`config.mk`:
```
export PLATFORM = sky130hd
export DESIGN_NAME = auto_human_player
export DESIGN_NICKNAME = d
export VERILOG_FILES = /design/src/rtl/game_pkg.sv /design/src/rtl/move_picker.sv /design/src/rtl/auto_human_player.sv
export SDC_FILE = /design/constraint.sdc
export NUM_CORES = 1
export LEC_CHECK = 0
export BUFFER_PORTS_ARGS = -buffer_cell sky130_fd_sc_hd__buf_2
export CORE_MARGIN = 4
export CORE_UTILIZATION = 40
export CTS_CLUSTER_SIZE = 14
export DETAILED_ROUTE_END_ITERATION = 8
export GPL_TIMING_DRIVEN = 0
export PLACE_DENSITY_LB_ADDON = 0.05
export SLEW_MARGIN = 15
export SYNTH_ARGS = -nofsm -noshare
export SYNTH_HDL_FRONTEND = slang
export SYNTH_SLANG_ARGS = --single-unit
export TNS_END_PERCENT = 30
```
`constraint.sdc`:
```
create_clock -name clock -period 8 [get_ports clock]
set_input_delay 1.6 -clock clock [delete_from_list [all_inputs] [get_ports clock]]
set_output_delay 1.6 -clock clock [all_outputs]
set_load 0.01 [all_outputs]
```
`src/rtl/game_pkg.sv`:
```
// Shared types and constants for the number-picking game and its scripted player.
// Latency: n/a (declarations and one combinational helper only).
// Backpressure: n/a.
package game_pkg;

    // Three distinct numbers from 1..9 summing to this value form a winning line.
    localparam int MAGIC_SUM = 15;
    localparam int NUM_MIN   = 1;
    localparam int NUM_MAX   = 9;

    typedef logic [3:0] move_t;

    typedef enum logic [2:0] {
        S_IDLE,
        S_NEWGAME,
        S_WAIT_TURN,
        S_PRESS,
        S_RELEASE,
        S_DONE,
        S_ERROR
    } player_state_t;

    // Number of occupied move slots (a slot holding 0 is empty).
    function automatic logic [2:0] count_moves(input move_t m3, input move_t m2,
                                               input move_t m1, input move_t m0);
        count_moves = 3'(m3 != '0) + 3'(m2 != '0) + 3'(m1 != '0) + 3'(m0 != '0);
    endfunction

endpackage

```
`src/rtl/move_picker.sv`:
```
// Chooses the human's next number: win if possible, else block, else lowest free.
// Latency: purely combinational, zero cycles.
// Backpressure: none; the result is valid whenever the inputs are.
//
// Ports:
//   h3..h0  : human moves recorded by the game (0 = empty slot)
//   c3..c0  : computer moves recorded by the game (0 = empty slot)
//   pick    : chosen number 1..9 (0 when nothing is free)
//   valid   : a free number exists
module move_picker
    import game_pkg::*;
(
    input  move_t       h3,
    input  move_t       h2,
    input  move_t       h1,
    input  move_t       h0,
    input  move_t       c3,
    input  move_t       c2,
    input  move_t       c1,
    input  move_t       c0,
    output logic [3:0]  pick,
    output logic        valid
);

    move_t hm [4];
    move_t cm [4];

    assign hm[0] = h0;
    assign hm[1] = h1;
    assign hm[2] = h2;
    assign hm[3] = h3;
    assign cm[0] = c0;
    assign cm[1] = c1;
    assign cm[2] = c2;
    assign cm[3] = c3;

    // Bit n of each mask refers to the number n.
    logic [NUM_MAX:NUM_MIN] free_mask;
    logic [NUM_MAX:NUM_MIN] win_mask;
    logic [NUM_MAX:NUM_MIN] blk_mask;

    // True when n together with two occupied slots a and b sums to the magic value.
    // Five bits keep the sum from wrapping (9 + 9 + 9 < 32).
    function automatic logic completes(input move_t a, input move_t b, input int n);
        completes = (a != '0) && (b != '0) &&
                    ((5'(n) + 5'(a) + 5'(b)) == 5'(MAGIC_SUM));
    endfunction

    // Returns {found, number} for the lowest set bit of m.
    function automatic logic [4:0] lowest(input logic [NUM_MAX:NUM_MIN] m);
        lowest = '0;
        for (int n = NUM_MAX; n >= NUM_MIN; n--) begin
            if (m[n]) begin
                lowest = {1'b1, 4'(n)};
            end
        end
    endfunction

    always_comb begin
        free_mask = '1;
        win_mask  = '0;
        blk_mask  = '0;
        for (int n = NUM_MIN; n <= NUM_MAX; n++) begin
            for (int i = 0; i < 4; i++) begin
                if (hm[i] == 4'(n) || cm[i] == 4'(n)) begin
                    free_mask[n] = 1'b0;
                end
            end
            // Slot pairs are distinct by index; i < j avoids pairing a slot with itself.
            for (int i = 0; i < 4; i++) begin
                for (int j = i + 1; j < 4; j++) begin
                    if (completes(hm[i], hm[j], n)) begin
                        win_mask[n] = 1'b1;
                    end
                    if (completes(cm[i], cm[j], n)) begin
                        blk_mask[n] = 1'b1;
                    end
                end
            end
        end
    end

    logic [4:0] win_sel;
    logic [4:0] blk_sel;
    logic [4:0] any_sel;

    assign win_sel = lowest(win_mask & free_mask);
    assign blk_sel = lowest(blk_mask & free_mask);
    assign any_sel = lowest(free_mask);

    always_comb begin
        pick  = '0;
        valid = 1'b0;
        if (win_sel[4]) begin
            pick  = win_sel[3:0];
            valid = 1'b1;
        end else if (blk_sel[4]) begin
            pick  = blk_sel[3:0];
            valid = 1'b1;
        end else if (any_sel[4]) begin
            pick  = any_sel[3:0];
            valid = 1'b1;
        end
    end

endmodule

```
`src/rtl/auto_human_player.sv`:
```
// Scripted human opponent: reads the game's move registers and works enter/new-game.
// Latency: press starts 1 cycle after the turn is seen; each press lasts PRESS_CYCLES.
// Backpressure: waits on the game (turn / recorded move) up to TIMEOUT cycles, then errors.
//
// Ports:
//   clock, reset        : single clock, synchronous active-high reset
//   start               : begin a new game (honoured only in IDLE, DONE, ERROR)
//   h3..h0, c3..c0      : game's recorded human / computer moves (0 = empty)
//   cMove               : game's latest computer move (observed only)
//   win                 : game-over indication from the game
//   hMove               : number presented to the game, changes only on entering a press
//   enter_L, newGame_L  : active-low buttons
//   movesMade           : human moves the game has accepted this game (0..4)
//   done, error         : normal finish / timeout or no legal move
module auto_human_player
    import game_pkg::*;
#(
    parameter int PRESS_CYCLES = 2,
    parameter int TIMEOUT      = 64
) (
    input  logic        clock,
    input  logic        reset,
    input  logic        start,
    input  move_t       h3,
    input  move_t       h2,
    input  move_t       h1,
    input  move_t       h0,
    input  move_t       c3,
    input  move_t       c2,
    input  move_t       c1,
    input  move_t       c0,
    input  move_t       cMove,
    input  logic        win,
    output logic [3:0]  hMove,
    output logic        enter_L,
    output logic        newGame_L,
    output logic [2:0]  movesMade,
    output logic        done,
    output logic        error
);

    localparam int TW = $clog2(TIMEOUT + 1);
    localparam int PW = (PRESS_CYCLES > 1) ? $clog2(PRESS_CYCLES) : 1;

    player_state_t state;
    player_state_t state_next;

    logic [TW-1:0] tcnt;
    logic [PW-1:0] pcnt;
    logic [2:0]    h_cnt;
    logic [2:0]    c_cnt;
    logic [2:0]    h_cnt_lat;
    logic          win_seen;

    logic [3:0]    pick;
    logic          pick_vld;

    // cMove is kept on the interface for observation; decisions use the slots only.
    logic          unused_cmove;
    assign unused_cmove = ^cMove;

    move_picker u_picker (
        .h3    (h3),
        .h2    (h2),
        .h1    (h1),
        .h0    (h0),
        .c3    (c3),
        .c2    (c2),
        .c1    (c1),
        .c0    (c0),
        .pick  (pick),
        .valid (pick_vld)
    );

    assign h_cnt = count_moves(h3, h2, h1, h0);
    assign c_cnt = count_moves(c3, c2, c1, c0);

    logic board_full;
    logic my_turn;
    logic timed_out;
    logic press_last;
    logic h_adv;
    logic game_over;

    assign board_full = (4'(h_cnt) + 4'(c_cnt)) == 4'd9;
    assign my_turn    = (c_cnt > h_cnt) && !win;
    // The counter reads 0 on the first cycle of a state, so TIMEOUT-1 means the
    // state has now waited TIMEOUT cycles; error lands on the following edge.
    assign timed_out  = tcnt >= TW'(TIMEOUT - 1);
    assign press_last = pcnt >= PW'(PRESS_CYCLES - 1);
    assign h_adv      = h_cnt > h_cnt_lat;
    // A win that arrives mid-press is remembered so the press can complete first.
    assign game_over  = win || win_seen;

    always_comb begin
        state_next = state;
        case (state)
            S_IDLE: begin
                if (start) state_next = S_NEWGAME;
            end
            S_NEWGAME: begin
                if (press_last) state_next = S_WAIT_TURN;
            end
            S_WAIT_TURN: begin
                if (win) begin
                    state_next = S_DONE;
                end else if (board_full || h_cnt == 3'd4) begin
                    state_next = S_DONE;
                end else if (my_turn) begin
                    state_next = pick_vld ? S_PRESS : S_ERROR;
                end else if (timed_out) begin
                    state_next = S_ERROR;
                end
            end
            S_PRESS: begin
                if (press_last) state_next = S_RELEASE;
            end
            S_RELEASE: begin
                if (game_over) begin
                    state_next = S_DONE;
                end else if (h_adv) begin
                    state_next = S_WAIT_TURN;
                end else if (timed_out) begin
                    state_next = S_ERROR;
                end
            end
            S_DONE, S_ERROR: begin
                if (start) state_next = S_NEWGAME;
            end
            default: state_next = S_IDLE;
        endcase
    end

    always_ff @(posedge clock) begin
        if (reset) begin
            state     <= S_IDLE;
            tcnt      <= '0;
            pcnt      <= '0;
            h_cnt_lat <= '0;
            win_seen  <= 1'b0;
            hMove     <= '0;
            enter_L   <= 1'b1;
            newGame_L <= 1'b1;
            movesMade <= '0;
            done      <= 1'b0;
            error     <= 1'b0;
        end else begin
            state <= state_next;

            // Both counters measure time spent in the current state.
            if (state_next != state) begin
                tcnt <= '0;
                pcnt <= '0;
            end else begin
                if (tcnt != TW'(TIMEOUT)) tcnt <= tcnt + 1'b1;
                if (!press_last)          pcnt <= pcnt + 1'b1;
            end

            // Move and baseline count are captured together on the way into PRESS.
            if (state == S_WAIT_TURN && state_next == S_PRESS) begin
                hMove     <= pick;
                h_cnt_lat <= h_cnt;
            end

            if (state_next == S_PRESS && state != S_PRESS) begin
                win_seen <= 1'b0;
            end else if ((state == S_PRESS || state == S_RELEASE) && win) begin
                win_seen <= 1'b1;
            end

            if (state_next == S_NEWGAME) begin
                movesMade <= '0;
            end else if (state == S_RELEASE && h_adv) begin
                movesMade <= movesMade + 1'b1;
            end

            // Outputs follow the next state so they change on the same edge as it.
            enter_L   <= (state_next != S_PRESS);
            newGame_L <= (state_next != S_NEWGAME);
            done      <= (state_next == S_DONE);
            error     <= (state_next == S_ERROR);
        end
    end

endmodule

```
==> qor.csv, run 1 <==
stage,metric,value,unit
worst_setup_path,critical path peak fanout,10,
floorplanning,Initial Utilization,0.410,
cts,CTS tree,done,
final_layout,Post-Layout Cell Count,2281,
worst_setup_path,Slowest Stage Delay on Critical Path,0.69,ns
final_layout,"commonest non-fill, non-tap cell in the layout",ha_1,
placed_design,DP Cell Count,2277,
cts,clock latency on the worst-skew pair,0.26,ns
grt,initial antenna violation count,0,
synth,Mapped Avg Cell Area,8.31,sq um
synth,Yosys reg bits,26,
final_layout,fraction of layout cells with a size suffix above 1,0.0390,
synth,Mapped Cells,1770,
sta,Slew HR,0.423,
pwr,leak pwr,7.01,nW
placed_design,DP HPWL,38.9,mm
cts,Clock Path Buffers,2,
worst_setup_path,"slowest stage cell, crit path",o221ai_1,
cts,total CTS buffers,3,
flow_run,max_cap viols,0,
synth,"EDFF count, synth",0,
floorplanning,row cnt,69,
detailed_routing,final wirelength,48.9,mm
grt,gr usage total,0.243,
hold_path,min-delay worst type,register to register,
grt,largest net degree at the start of global routing,27,
sta,Layout Skew,0.00228,ns
cts,root buffer cell,clkbuf_16,
final_layout,most frequent cells in the layout,"338 x ha_1, 172 x xnor2_1, 145 x a21oi_1",
floorplanning,I/O pins,51,
pwr,maximum VDD drop,0.0794,mV
worst_setup_path,crit path cell chain,"buf_2, clkbuf_1, clkinv_1, ha_1, nand2_1, inv_1, fa_1, inv_1, ha_1, ha_1, inv_1, fa_1, nand3_1, o21ai_0, a221o_1, nor2_1, o21ai_0, a21oi_1, a31oi_1, o221ai_1, nor3_1",
final_layout,Final Net Count,2264,
synth,"Seq/Total Area, Yosys",0.0354,
placed_design,IO Port Bufs,46,
synth,Post-Synthesis Cell Area,14700,sq um
run_status,outcome,"finished, final reports clean",
synth,top_reg_cell synth,dfxtp_1,
worst_setup_path,WS Path Type,input pin to register,
worst_setup_path,WP data arrival,7.18,ns
sta,post-route minimum period,7.06,ns
final_layout,design area,15600,sq um
placed_design,GP Congestion,0.905,
synth,post-synth net total,2213,
worst_setup_path,crit path capture type,register,
sta,Final Hold Viols,0,
cts,"Reg clk slew, reported paths",0.06,ns
grt,first-pass GRT wire length,76.3,mm
cts,CTS Hold Bufs,0,
detailed_routing,Avg Vias per Cell,5.77,
floorplanning,die area,39900,sq um
placed_design,"Cell Area, Placed",15500,sq um
cts,Post CTS Setup Buffer Count,0,
final_layout,Antenna diodes,0,
grt,number of global-route vias before repair,13193,
synth,Yosys warnings,0,
detailed_routing,detailed-route via count,13165,
cts,# H-tree levels,1,
sta,setup TNS,0,ns
synth,post-synthesis async set-or-reset flop share,0,
sta,WHS,0.452,ns
cts,CTS resizes,0,
grt,gr ovfl total,0,
final_layout,synth-to-layout area growth,6.20,%
synth,Synth cell types,80,
worst_setup_path,Crit path required time,8.12,ns
detailed_routing,DR WL/cell,21.4,microns
detailed_routing,1st-iter DRT viols,762,
detailed_routing,DR pass1 iterations,5,
floorplanning,Die Y,200,microns
cts,Sink Count,26,
detailed_routing,DRC viols,0,
sta,Final setup viols,0,
worst_setup_path,Worst setup SP type,input pin,
sta,"Slew Viols, Final",0,
sta,final period utilization,0.882,
detailed_routing,DRT antenna net count,0,
floorplanning,die width,200,microns
floorplanning,total core area,35900,sq um
sta,unrepaired setup endpoints after global routing,false,
pwr,Power Dens Cells,104,nW/um^2
final_layout,"Core Util, Final",0.435,
sta,Fmax achieved,142,MHz
sta,Slew @ Worst Pin,0.866,ns
## per-layer routing
layer  routed length, microns  track usage  vias up
li1                         -            -     6551
met1                    22200        0.320     6272
met2                    23500        0.430      272
met3                     1700       0.0183       70
met4                     1530       0.0636        0
met5                        0            0        -
## area by class of cell
| type | instances | area (sq um) |
|---|---|---|
| Clock buffer | 3 | 75.1 |
| Multi-Input combinational cell | 1574 | 13500 |
| Buffer | 29 | 111 |
| Sequential cell | 26 | 520 |
| Tap cell | 461 | 577 |
| Fill cell | 3657 | 20300 |
| Timing Repair Buffer | 46 | 230 |
| Inverter | 141 | 534 |
| Clock inverter | 1 | 30.0 |
## power by group
part	switching (mW)	leakage, nW	total, mW	internal, mW
combinational	0.789	6.75	1.34	0.554
sequential	0.00591	0.211	0.143	0.137
clock	0.0450	0.0511	0.145	0.0995
## registers in the layout, indices dropped and copies added (netlist names)
signal	flops
error	1
pcnt	1
enter_L	1
movesMade	3
newGame_L	1
hMove	4
tcnt	7
done	1
h_cnt_lat	3
state	3
win_seen	1
## per-stage QoR
| stage | setup WS (ns) | total power, mW |
|---|---|---|
| 5_1_grt | 0.505 | 1.80 |
| 3_5_place_dp | 0.681 | 1.48 |
| 6_report | 0.941 | 1.63 |
| 3_3_place_gp | 0.624 | 1.45 |
| 4_1_cts | 0.958 | 1.63 |
| 2_1_floorplan | 2.01 | 1.13 |
## cells in the mapped netlist, types with 40 or more instances
library cell  number  share of area
a21o_1            66          0.034
a21oi_1          145          0.049
fa_1              65          0.088
ha_1             338           0.29
inv_1            135          0.034
nand2_1           62          0.016
nand3_1           41          0.014
nor2_1            76          0.019
nor2b_1           40          0.017
nor3_1            45          0.015
xnor2_1          172           0.10
xor2_1           122          0.073
## critical path, delay by kind of cell
family	cells	cell delay, ns
AO/OA/AOI/OAI	6	1.52
adder cells (fa/ha/maj)	5	2.00
buffers and inverters	6	1.37
AND/OR/NAND/NOR	4	0.67
## final timing paths
path / startpoint / to / slack, ns / cells past startpoint
worst min register to register: hMove[3]$_SDFFE_PP0P_ / hMove[3]$_SDFFE_PP0P_ / 0.45 / 2
worst min-delay path: hMove[3]$_SDFFE_PP0P_ / hMove[3]$_SDFFE_PP0P_ / 0.45 / 2
worst max-delay path: c0[3] / tcnt[2]$_SDFFE_PP0P_ / 0.94 / 21
worst max register to register: h_cnt_lat[1]$_SDFFE_PP0P_ / tcnt[2]$_SDFFE_PP0P_ / 5.24 / 11
## cells by family after synthesis
group                      share of synthesized area
and+or+nand+nor                                0.165
AOI/OAI and AO/OA                              0.200
adders and majority gates                      0.376
xor gates and xnor gates                       0.175
buffers and inverters                         0.0439
DFF                                           0.0354
muxes                                        0.00417
No activity file was read; power rests on OpenSTA's default activity.
==> inputs of run 2 (changes only) <==
--- a/config.mk
+++ b/config.mk
@@ -7,11 +7,12 @@
 export LEC_CHECK = 0
 export BUFFER_PORTS_ARGS = -buffer_cell sky130_fd_sc_hd__buf_2
 export CORE_MARGIN = 4
-export CORE_UTILIZATION = 40
+export CORE_UTILIZATION = 60
 export CTS_CLUSTER_SIZE = 14
 export DETAILED_ROUTE_END_ITERATION = 8
 export GPL_TIMING_DRIVEN = 0
 export PLACE_DENSITY_LB_ADDON = 0.05
+export RECOVER_POWER = 100
 export SLEW_MARGIN = 15
 export SYNTH_ARGS = -nofsm -noshare
 export SYNTH_HDL_FRONTEND = slang
==> run 2 against run 1 <==
Clock power decreased by 25%. Highest routed layer unchanged. Register-to-register slack got worse by 0.05 ns. Critical path type unchanged. Sequential share of layout area about the same. Maximum frequency decreased by 0.70%. Worst setup slack got worse by 0.050 ns. Via count increased by 3.9%.
==> qor.csv, run 2 (same netlist as run 1, synthesis figures left out) <==
stage,metric,value,unit,change
cts,"Reg clk slew, reported paths",0.06,ns,about the same
final_layout,Final Net Count,2264,,unchanged
cts,root buffer cell,clkbuf_16,,unchanged
sta,setup TNS,0,ns,unchanged
worst_setup_path,Worst setup SP type,input pin,,unchanged
final_layout,top flop regs,"tcnt (7), hMove (4)",,unchanged
detailed_routing,DRC viols,0,,unchanged
final_layout,fraction of layout cells with a size suffix above 1,0.0319,,was 0.0390
grt,GR Util met2,0.560,,was 0.430
grt,met1 usage,0.401,,was 0.320
pwr,Power Dens Cells,102,nW/um^2,was 104 nW/um^2
worst_setup_path,"delay-heaviest family, CP",adder cells,,unchanged
grt,gr ovfl total,0,,unchanged
grt,GRT busiest layer,met2,,unchanged
pwr,total design power,1.58,mW,was 1.63 mW
detailed_routing,DR pass1 iterations,7,,was 5
detailed_routing,1st-iter DRT viols,928,,was 762
detailed_routing,DRT antenna net count,0,,unchanged
cts,CTS Hold Bufs,0,,unchanged
grt,number of global-route vias before repair,13498,,was 13193
detailed_routing,final wirelength,43.9,mm,was 48.9 mm
floorplanning,Initial Utilization,0.607,,was 0.410
sta,Slew @ Worst Pin,0.893,ns,was 0.866 ns
sta,unrepaired setup endpoints after global routing,false,,unchanged
detailed_routing,detailed-route via count,13685,,was 13165
sta,Final setup viols,0,,unchanged
detailed_routing,Avg Vias per Cell,6.39,,was 5.77
detailed_routing,DR WL/cell,20.5,microns,was 21.4 microns
final_layout,Biggest register,tcnt,,unchanged
cts,# H-tree levels,1,,unchanged
final_layout,Largest register FFs,7,,unchanged
worst_setup_path,crit path cell chain,"clkbuf_1, clkbuf_1, clkinv_1, ha_1, nand2_1, inv_1, fa_1, inv_1, ha_1, ha_1, inv_1, fa_1, nand3_1, o21ai_0, a221o_1, nor2_1, a211oi_1, a2111oi_0, o221ai_1, nor3_1",,"was buf_2, clkbuf_1, clkinv_1, ha_1, nand2_1, inv_1, fa_1, inv_1, ha_1, ha_1, inv_1, fa_1, nand3_1, o21ai_0, a221o_1, nor2_1, o21ai_0, a21oi_1, a31oi_1, o221ai_1, nor3_1"
cts,Sink Count,26,,unchanged
cts,clock latency on the worst-skew pair,0.26,ns,about the same
cts,Clock Path Buffers,2,,unchanged
sta,Fmax achieved,141,MHz,was 142 MHz
grt,gr usage total,0.324,,was 0.243
sta,post-route minimum period,7.11,ns,was 7.06 ns
grt,first-pass GRT wire length,70.9,mm,was 76.3 mm
floorplanning,I/O pins,51,,unchanged
worst_setup_path,WP data arrival,7.29,ns,was 7.18 ns
run_status,outcome,"finished, final reports clean",,unchanged
sta,final period utilization,0.889,,was 0.882
final_layout,Multi-input gate area,13500,sq um,unchanged
sta,Slew HR,0.399,,was 0.423
cts,CTS resizes,0,,unchanged
grt,GRT met3 Usage,0.0292,,was 0.0183
worst_setup_path,"slowest stage cell, crit path",fa_1,,was o221ai_1
sta,Layout Skew,0.00396,ns,was 0.00228 ns
final_layout,"commonest non-fill, non-tap cell in the layout",ha_1,,unchanged
cts,Post CTS Setup Buffer Count,0,,unchanged
final_layout,register area,520,sq um,unchanged
sta,Final Hold Viols,0,,unchanged
floorplanning,row cnt,57,,was 69
cts,total CTS buffers,3,,unchanged
floorplanning,total core area,24200,sq um,was 35900 sq um
floorplanning,Die Y,165,microns,was 200 microns
pwr,leak pwr,6.95,nW,was 7.01 nW
placed_design,DP HPWL,35.1,mm,was 38.9 mm
pwr,maximum VDD drop,0.0824,mV,was 0.0794 mV
final_layout,synth-to-layout area growth,4.73,%,was 6.20%
worst_setup_path,WP buf/inv,6,,unchanged
floorplanning,die area,27100,sq um,was 39900 sq um
worst_setup_path,critical path peak fanout,10,,unchanged
grt,largest net degree at the start of global routing,27,,unchanged
hold_path,min-delay worst type,register to register,,unchanged
placed_design,GP Congestion,0.973,,was 0.905
worst_setup_path,WS Path Type,input pin to register,,unchanged
flow_run,max_cap viols,0,,unchanged
placed_design,IO Port Bufs,46,,unchanged
floorplanning,die width,165,microns,was 200 microns
final_layout,Antenna diodes,0,,unchanged
worst_setup_path,crit path capture type,register,,unchanged
worst_setup_path,Crit path required time,8.18,ns,was 8.12 ns
sta,"Slew Viols, Final",0,,unchanged
grt,initial antenna violation count,0,,unchanged
final_layout,fill count,2225,,was 3657
final_layout,most frequent cells in the layout,"338 x ha_1, 172 x xnor2_1, 145 x a21oi_1",,unchanged
worst_setup_path,Slowest Stage Delay on Critical Path,0.56,ns,was 0.69 ns
cts,CTS tree,done,,unchanged
run 2: cell types whose count changed in the layout (fill, tap and decap cells not counted):
cell       delta
buf_2        -12
bufinv_16     -1
clkbuf_1     +12
o311ai_0      +1
o311ai_1      -1
run 2: final cells by class:
class	instances	share of cell area
timing repair buffer	46	0.0140
buffer	29	0.00723
sequential	26	0.0338
multi-input combinational	1574	0.879
tap	324	0.0263
clock buffer	3	0.00487
inverter	141	0.0347
run 2: through the flow:
| stage | area, sq um | setup slack [ns] | instances | utilization | hold slack, ns |
|---|---|---|---|---|---|
| CTS | 15400 | 0.997 | 2143 | 0.636 | 0.457 |
| global placement | 15300 | 0.871 | 2140 | 0.633 | 0.441 |
| floorplan | 14700 | 2.01 | 1770 | - | 0.454 |
| global route | 15400 | 0.511 | 2143 | 0.635 | 0.494 |
| detailed placement | 15300 | 0.795 | 2140 | 0.633 | 0.446 |
| finish | 15400 | 0.891 | 2143 | 0.635 | 0.458 |
run 2: final timing paths:
kind                                                 from                    end  slack [ns]  cells past startpoint
worst max register to register  h_cnt_lat[1]$_SDFFE_PP0P_   tcnt[4]$_SDFFE_PP0P_        5.19                     11
worst max-delay path                                c0[3]   tcnt[4]$_SDFFE_PP0P_        0.89                     20
worst min-delay path                hMove[3]$_SDFFE_PP0P_  hMove[3]$_SDFFE_PP0P_        0.46                      2
worst min register to register      hMove[3]$_SDFFE_PP0P_  hMove[3]$_SDFFE_PP0P_        0.46                      2
run 2: worst reg2reg max path, delay by kind of cell, from the launching register on:
| kind | cells | cell delay, ns |
|---|---|---|
| compound gates | 7 | 1.71 |
| fa+ha+maj | 1 | 0.30 |
| buf+inv | 1 | 0.05 |
| flops | 1 | 0.33 |
| simple gates | 2 | 0.35 |
run 2: where the power goes:
group / total, mW / switching (mW) / internal, mW
sequential: 0.144 / 0.00648 / 0.137
combinational: 1.32 / 0.771 / 0.554
clock: 0.109 / 0.0429 / 0.0662
total: 1.58 / 0.820 / 0.757
run 2: metal layers:
metal | vias to the layer above | share of wire
met4 | 0 | 0.064
met5 | - | 0
met3 | 142 | 0.057
met1 | 6501 | 0.41
li1 | 6562 | -
met2 | 480 | 0.47
